==> config.mk <==
export PLATFORM = sky130hd
export DESIGN_NAME = round_state_reg
export DESIGN_NICKNAME = d
export VERILOG_FILES = /design/src/rtl/round_state_reg.sv
export SDC_FILE = /design/constraint.sdc
export NUM_CORES = 1
export LEC_CHECK = 0
export ABC_AREA = 1
export CAP_MARGIN = 10
export CORE_MARGIN = 2
export CORE_UTILIZATION = 48
export DETAILED_ROUTE_END_ITERATION = 10
export PLACE_DENSITY_LB_ADDON = 0.15
export SLEW_MARGIN = 20
export SYNTH_ARGS = -nofsm -noshare
export SYNTH_HDL_FRONTEND = slang
export SYNTH_SLANG_ARGS = --single-unit
==> constraint.sdc <==
create_clock -name CLK -period 3.2 [get_ports CLK]
set_clock_uncertainty 0.1 [all_clocks]
set_input_delay 0.32 -clock CLK [delete_from_list [all_inputs] [get_ports CLK]]
set_output_delay 0.32 -clock CLK [all_outputs]
set_load 0.02 [all_outputs]
==> src/rtl/round_state_reg.sv <==
// round_state_reg: WORDS x WORD_W round state register with word merge,
// word rotation, and an up/down round counter with a sticky done flag.
module round_state_reg #(
  parameter int WORD_W    = 32,
  parameter int WORDS     = 4,
  parameter int ROUND_W   = 4,
  parameter int ROUND_MAX = 10
) (
  input  logic                      CLK,
  input  logic                      RESET,
  input  logic                      clear,
  input  logic                      Load,
  input  logic [WORDS*WORD_W-1:0]   Din,
  input  logic                      word_we,
  input  logic [$clog2(WORDS)-1:0]  word_sel,
  input  logic [WORD_W-1:0]         D_sub,
  input  logic                      rot,
  output logic [WORDS*WORD_W-1:0]   Data_out,
  input  logic                      rnd_load,
  input  logic [ROUND_W-1:0]        rnd_init,
  input  logic                      rnd_en,
  input  logic                      rnd_dir,
  output logic [ROUND_W-1:0]        rnd_out,
  output logic                      rnd_term,
  output logic                      done
);

  localparam int SEL_W = $clog2(WORDS);
  localparam logic [ROUND_W-1:0] RMAX = ROUND_W'(ROUND_MAX);

  logic [WORDS*WORD_W-1:0] r_state;
  logic [WORDS*WORD_W-1:0] w_state_next;
  logic [WORDS-1:0]        w_word_wr;
  logic [ROUND_W-1:0]      r_rnd;
  logic [ROUND_W-1:0]      w_rnd_next;
  logic [ROUND_W-1:0]      w_rnd_step;
  logic [ROUND_W-1:0]      w_term_val;
  logic                    r_done;
  logic                    w_done_next;

  // Per-word next-state: an out-of-range word_sel matches no word, so the
  // write is silently dropped while a concurrent Load still lands.
  genvar gi;
  generate
    for (gi = 0; gi < WORDS; gi++) begin : g_word
      logic [WORD_W-1:0] w_cur;
      logic [WORD_W-1:0] w_din_word;
      logic [WORD_W-1:0] w_rot_src;
      logic [WORD_W-1:0] w_next_word;

      assign w_word_wr[gi] = word_we && (word_sel == SEL_W'(gi));
      assign w_cur         = r_state[gi*WORD_W +: WORD_W];
      assign w_din_word    = Din[gi*WORD_W +: WORD_W];
      assign w_rot_src     = r_state[((gi + 1) % WORDS)*WORD_W +: WORD_W];

      // Priority: clear > load/merge > rotate > hold.
      always_comb begin
        w_next_word = w_cur;
        if (clear) begin
          w_next_word = '0;
        end else if (Load || word_we) begin
          w_next_word = Load ? w_din_word : w_cur;
          if (w_word_wr[gi]) begin
            w_next_word = D_sub;
          end
        end else if (rot) begin
          w_next_word = w_rot_src;
        end
      end

      assign w_state_next[gi*WORD_W +: WORD_W] = w_next_word;
    end
  endgenerate

  // Saturating single step in the requested direction; above RMAX counting up holds.
  always_comb begin
    w_rnd_step = r_rnd;
    w_term_val = rnd_dir ? '0 : RMAX;
    if (rnd_dir) begin
      if (r_rnd != '0) begin
        w_rnd_step = r_rnd - ROUND_W'(1);
      end
    end else begin
      if (r_rnd < RMAX) begin
        w_rnd_step = r_rnd + ROUND_W'(1);
      end
    end
  end

  // Counter and sticky done next-state: clear > rnd_load > rnd_en > hold.
  always_comb begin
    w_rnd_next  = r_rnd;
    w_done_next = r_done;
    if (clear) begin
      w_rnd_next  = RMAX;
      w_done_next = 1'b0;
    end else if (rnd_load) begin
      w_rnd_next  = rnd_init;
      w_done_next = 1'b0;
    end else if (rnd_en) begin
      w_rnd_next = w_rnd_step;
      if (w_rnd_step == w_term_val) begin
        w_done_next = 1'b1;
      end
    end
  end

  // State, counter and done registers with asynchronous active-low reset.
  always_ff @(posedge CLK or negedge RESET) begin
    if (!RESET) begin
      r_state <= '0;
      r_rnd   <= RMAX;
      r_done  <= 1'b0;
    end else begin
      r_state <= w_state_next;
      r_rnd   <= w_rnd_next;
      r_done  <= w_done_next;
    end
  end

  assign Data_out = r_state;
  assign rnd_out  = r_rnd;
  assign done     = r_done;
  assign rnd_term = (r_rnd == w_term_val);

endmodule

==> impl_metrics.env <==
export IMPL_syn_to_final_growth_pct=47.2
export IMPL_crit_required_ns=2.78
export IMPL_critical_path_endpoint_type="primary output"
export IMPL_clock_fmax_ghz=0.411
export IMPL_cp_startpoint="rnd_out[1]"
export IMPL_yosysSeqAreaShare_pct=43.1
export IMPL_placed_cells=1460
export IMPL_m1WireLength_mm=11.2
export IMPL_synth_top_area_share_pct=42.4
export IMPL_rsz0062_at_grt="no"
export IMPL_vias=8475
export IMPL_grt_pass1_vias=8152
export IMPL_ant_nets=0
export IMPL_peakVddDrop_mv=0.353
export IMPL_core_um2=15800
export IMPL_root_buffer="clkbuf_16"
export IMPL_numCtsBuffers=17
export IMPL_r2r_cells=11
export IMPL_status="finished, final reports clean"
export IMPL_clockBufferDepth=2
export IMPL_hold_viol=0
export IMPL_r2r_setup_slack_ns=1.44
export IMPL_register_area_um2=3330
export IMPL_switching_share_pct=30.3
export IMPL_clock_sinks=133
export IMPL_hold_class="in -> async"
export IMPL_switchingPower_w=0.00165
export IMPL_core_rowCount=46
export IMPL_post_place_ws_ns=0.552
export IMPL_synth_area_per_cell_um2=7.79
export IMPL_die_h_um=131
export IMPL_r2r_end="done"
export IMPL_fin_crit_sh_pct=76.0
export IMPL_p_comb_share_pct=27.4
export IMPL_yosys_warnings=0
export IMPL_grt_pass1_wl_mm=42.4
export IMPL_route_met3_wl_mm=2.48
export IMPL_synth_cell_types=25
export IMPL_clk_latency_ns=0.41
export IMPL_top_layer="met4"
export IMPL_synth_nets=1169
export IMPL_setup_viol=0
export IMPL_nets=1441
export IMPL_drtIter0Drc=590
export IMPL_route_met2_wl_mm=13.1
export IMPL_cts_resized=0
export IMPL_power_density_nw_per_um2=478
export IMPL_tightestPinTransition_ns=0.784
export IMPL_firstDrtPassIters=5
export IMPL_drc=0
export IMPL_grt_total_usage_pct=32.2
export IMPL_antenna_found_initial=0
export IMPL_yosysTopAreaCell="dfrtp_1"
export IMPL_leakage_nw=4.85
export IMPL_htree_levels=4
export IMPL_setup_tns_ns=0
export IMPL_die_area_um2=17100
export IMPL_crit_fanout=8
export IMPL_holdWs_ns=0.234
export IMPL_dp_hpwl_mm=18.9
export IMPL_portBuffers=308
export IMPL_drive_gt1_share_pct=6.28
export IMPL_multiInputGateArea_um2=3640
export IMPL_die_width_um=131
export IMPL_clkSlewWorstSetupHoldPaths_ns=0.06
export IMPL_wirelength_mm=27.6
export IMPL_period_needed_ns=2.43
export IMPL_power_frac_seq_pct=37.0
export IMPL_crit_type="reg -> out"
export IMPL_n_antenna_cell=0
export IMPL_gp_congestion=0.932
export IMPL_stdcell_count=1490
export IMPL_slew_headroom_pct=47.5
export IMPL_setup_slack_ns=0.768
export IMPL_ys_ff_latch=133
export IMPL_start_util_pct=48.8
export IMPL_drt_vias_per_instance=5.69
export IMPL_timing_rr_start="rnd_out[1]"
export IMPL_p_int_w=0.00378
export IMPL_syn_area_um2=7720
export IMPL_drv_slew=0
export IMPL_overflow=0
export IMPL_clkPwrFrac_pct=35.7
export IMPL_cts_tree="done"
export IMPL_fillCellCount=1262
export IMPL_crit_end="rnd_term"
export IMPL_cp_data_arrival_time_ns=2.01
export IMPL_cp_start_kind="register"
export IMPL_synth_area_top_cells="dfrtp_1 (42%), o21ai_1 (15%), nand2_1 (14%), o211ai_1 (12%), buf_2 (3.5%)"
export IMPL_wl_per_cell_um=18.5
export IMPL_grt_max_degree=80
export IMPL_maxCapViolCount=0
export IMPL_total_power_w=0.00543
export IMPL_io_pins=309
export IMPL_netlist_instances=992
==> power groups by stage <==
stage	clock (W)	sequential [W]	combinational [W]
final	0.00194	0.00201	0.00149
after global routing	0.00202	0.00203	0.00160
after CTS	0.00194	0.00201	0.00149
after detailed placement	0	0.00203	0.00148
after global placement	0	0.00203	0.00146
after floorplan	0	0.00220	0.000535
==> critical path, cell delays in order (launching register included) <==
cell and delay, ns:
dfstp_2 0.60, nand2_1 0.09, nor3_1 0.14, a31oi_1 0.06, nor2_1 0.10, clkdlybuf4s50_1 0.61
==> state kept, by name (all words and copies together), names as in the netlist <==
signal / cells
rnd_out: 4
done: 1
Data_out: 128
==> Yosys cell counts (all sizes together) <==
cell and instances:
dfrtp 131, o211ai 128, o21ai 260, a22oi 2
nand3 18, o22ai 2, ha 2, nor3 2
buf 80, a31oi 1, nor2 13, dfstp 2
clkbuf 3, nand2 287, inv 54, a21oi 7
==> per-layer routing <==
layer | vias to the layer above | GRT usage [%]
met4 | 0 | 14.3
met1 | 3942 | 41.7
li1 | 3989 | -
met2 | 493 | 52.6
met5 | - | 0
met3 | 51 | 6.35
==> kinds of logic after synthesis <==
| kind of cell | count (synthesis) | synth area share, % |
|---|---|---|
| flops | 133 | 43.1 |
| fa+ha+maj | 2 | 0.324 |
| buf+inv | 137 | 9.73 |
| simple gates | 320 | 16.5 |
| compound gates | 400 | 30.4 |
==> worst min path at each step <==
stage	to	cells past startpoint	slack, ns
final	Data_out[101]	2	0.23
after global routing	Data_out[67]	2	0.26
after CTS	Data_out[38]	2	0.24
after detailed placement	Data_out[39]	1	0.13
after global placement	Data_out[39]	1	0.13
after floorplan	Data_out[0]	0	-0.08
==> per-stage QoR <==
stage | instance area [um2] | util (%)
after floorplan | 7720 | -
after global placement | 10800 | 68.1
after detailed placement | 10800 | 68.1
after CTS | 11400 | 71.8
after global routing | 11400 | 71.8
final | 11400 | 71.8
==> cell type report <==
cell class                 instances  area share, %
clock buffer                      25           4.45
clock inverter                     4          0.616
inverter                          54           1.83
multi-input combinational        722           32.0
sequential                       133           29.3
tap                              216           2.38
timing repair buffer             336           29.4
==> what timing repair did <==
item,4_1_cts,5_1_grt
hold buffers,1,0
buffers inserted,0,0
endpoints found under the hold margin,19,0
==> placed cells by master (no fill, tap or decap), types with 3 or more instances in the layout <==
cell type        Yosys  final
o211ai_2             3      3
o21ai_0             25     25
inv_1               47     47
a21oi_1              7      7
buf_12               0      4
clkbuf_1             2      3
nand2_1            279    279
dfrtp_1            131    131
nand3_2              4      4
clkdlybuf4s50_1      0    307
inv_2                7      6
nand2_2              8      8
buf_4                7     24
nand3_1             14     14
nor2_1              11     11
o21ai_1            235    235
clkbuf_8             0      5
clkbuf_16            0     17
o211ai_1           125    125
Power figures use the tool's default switching activity.
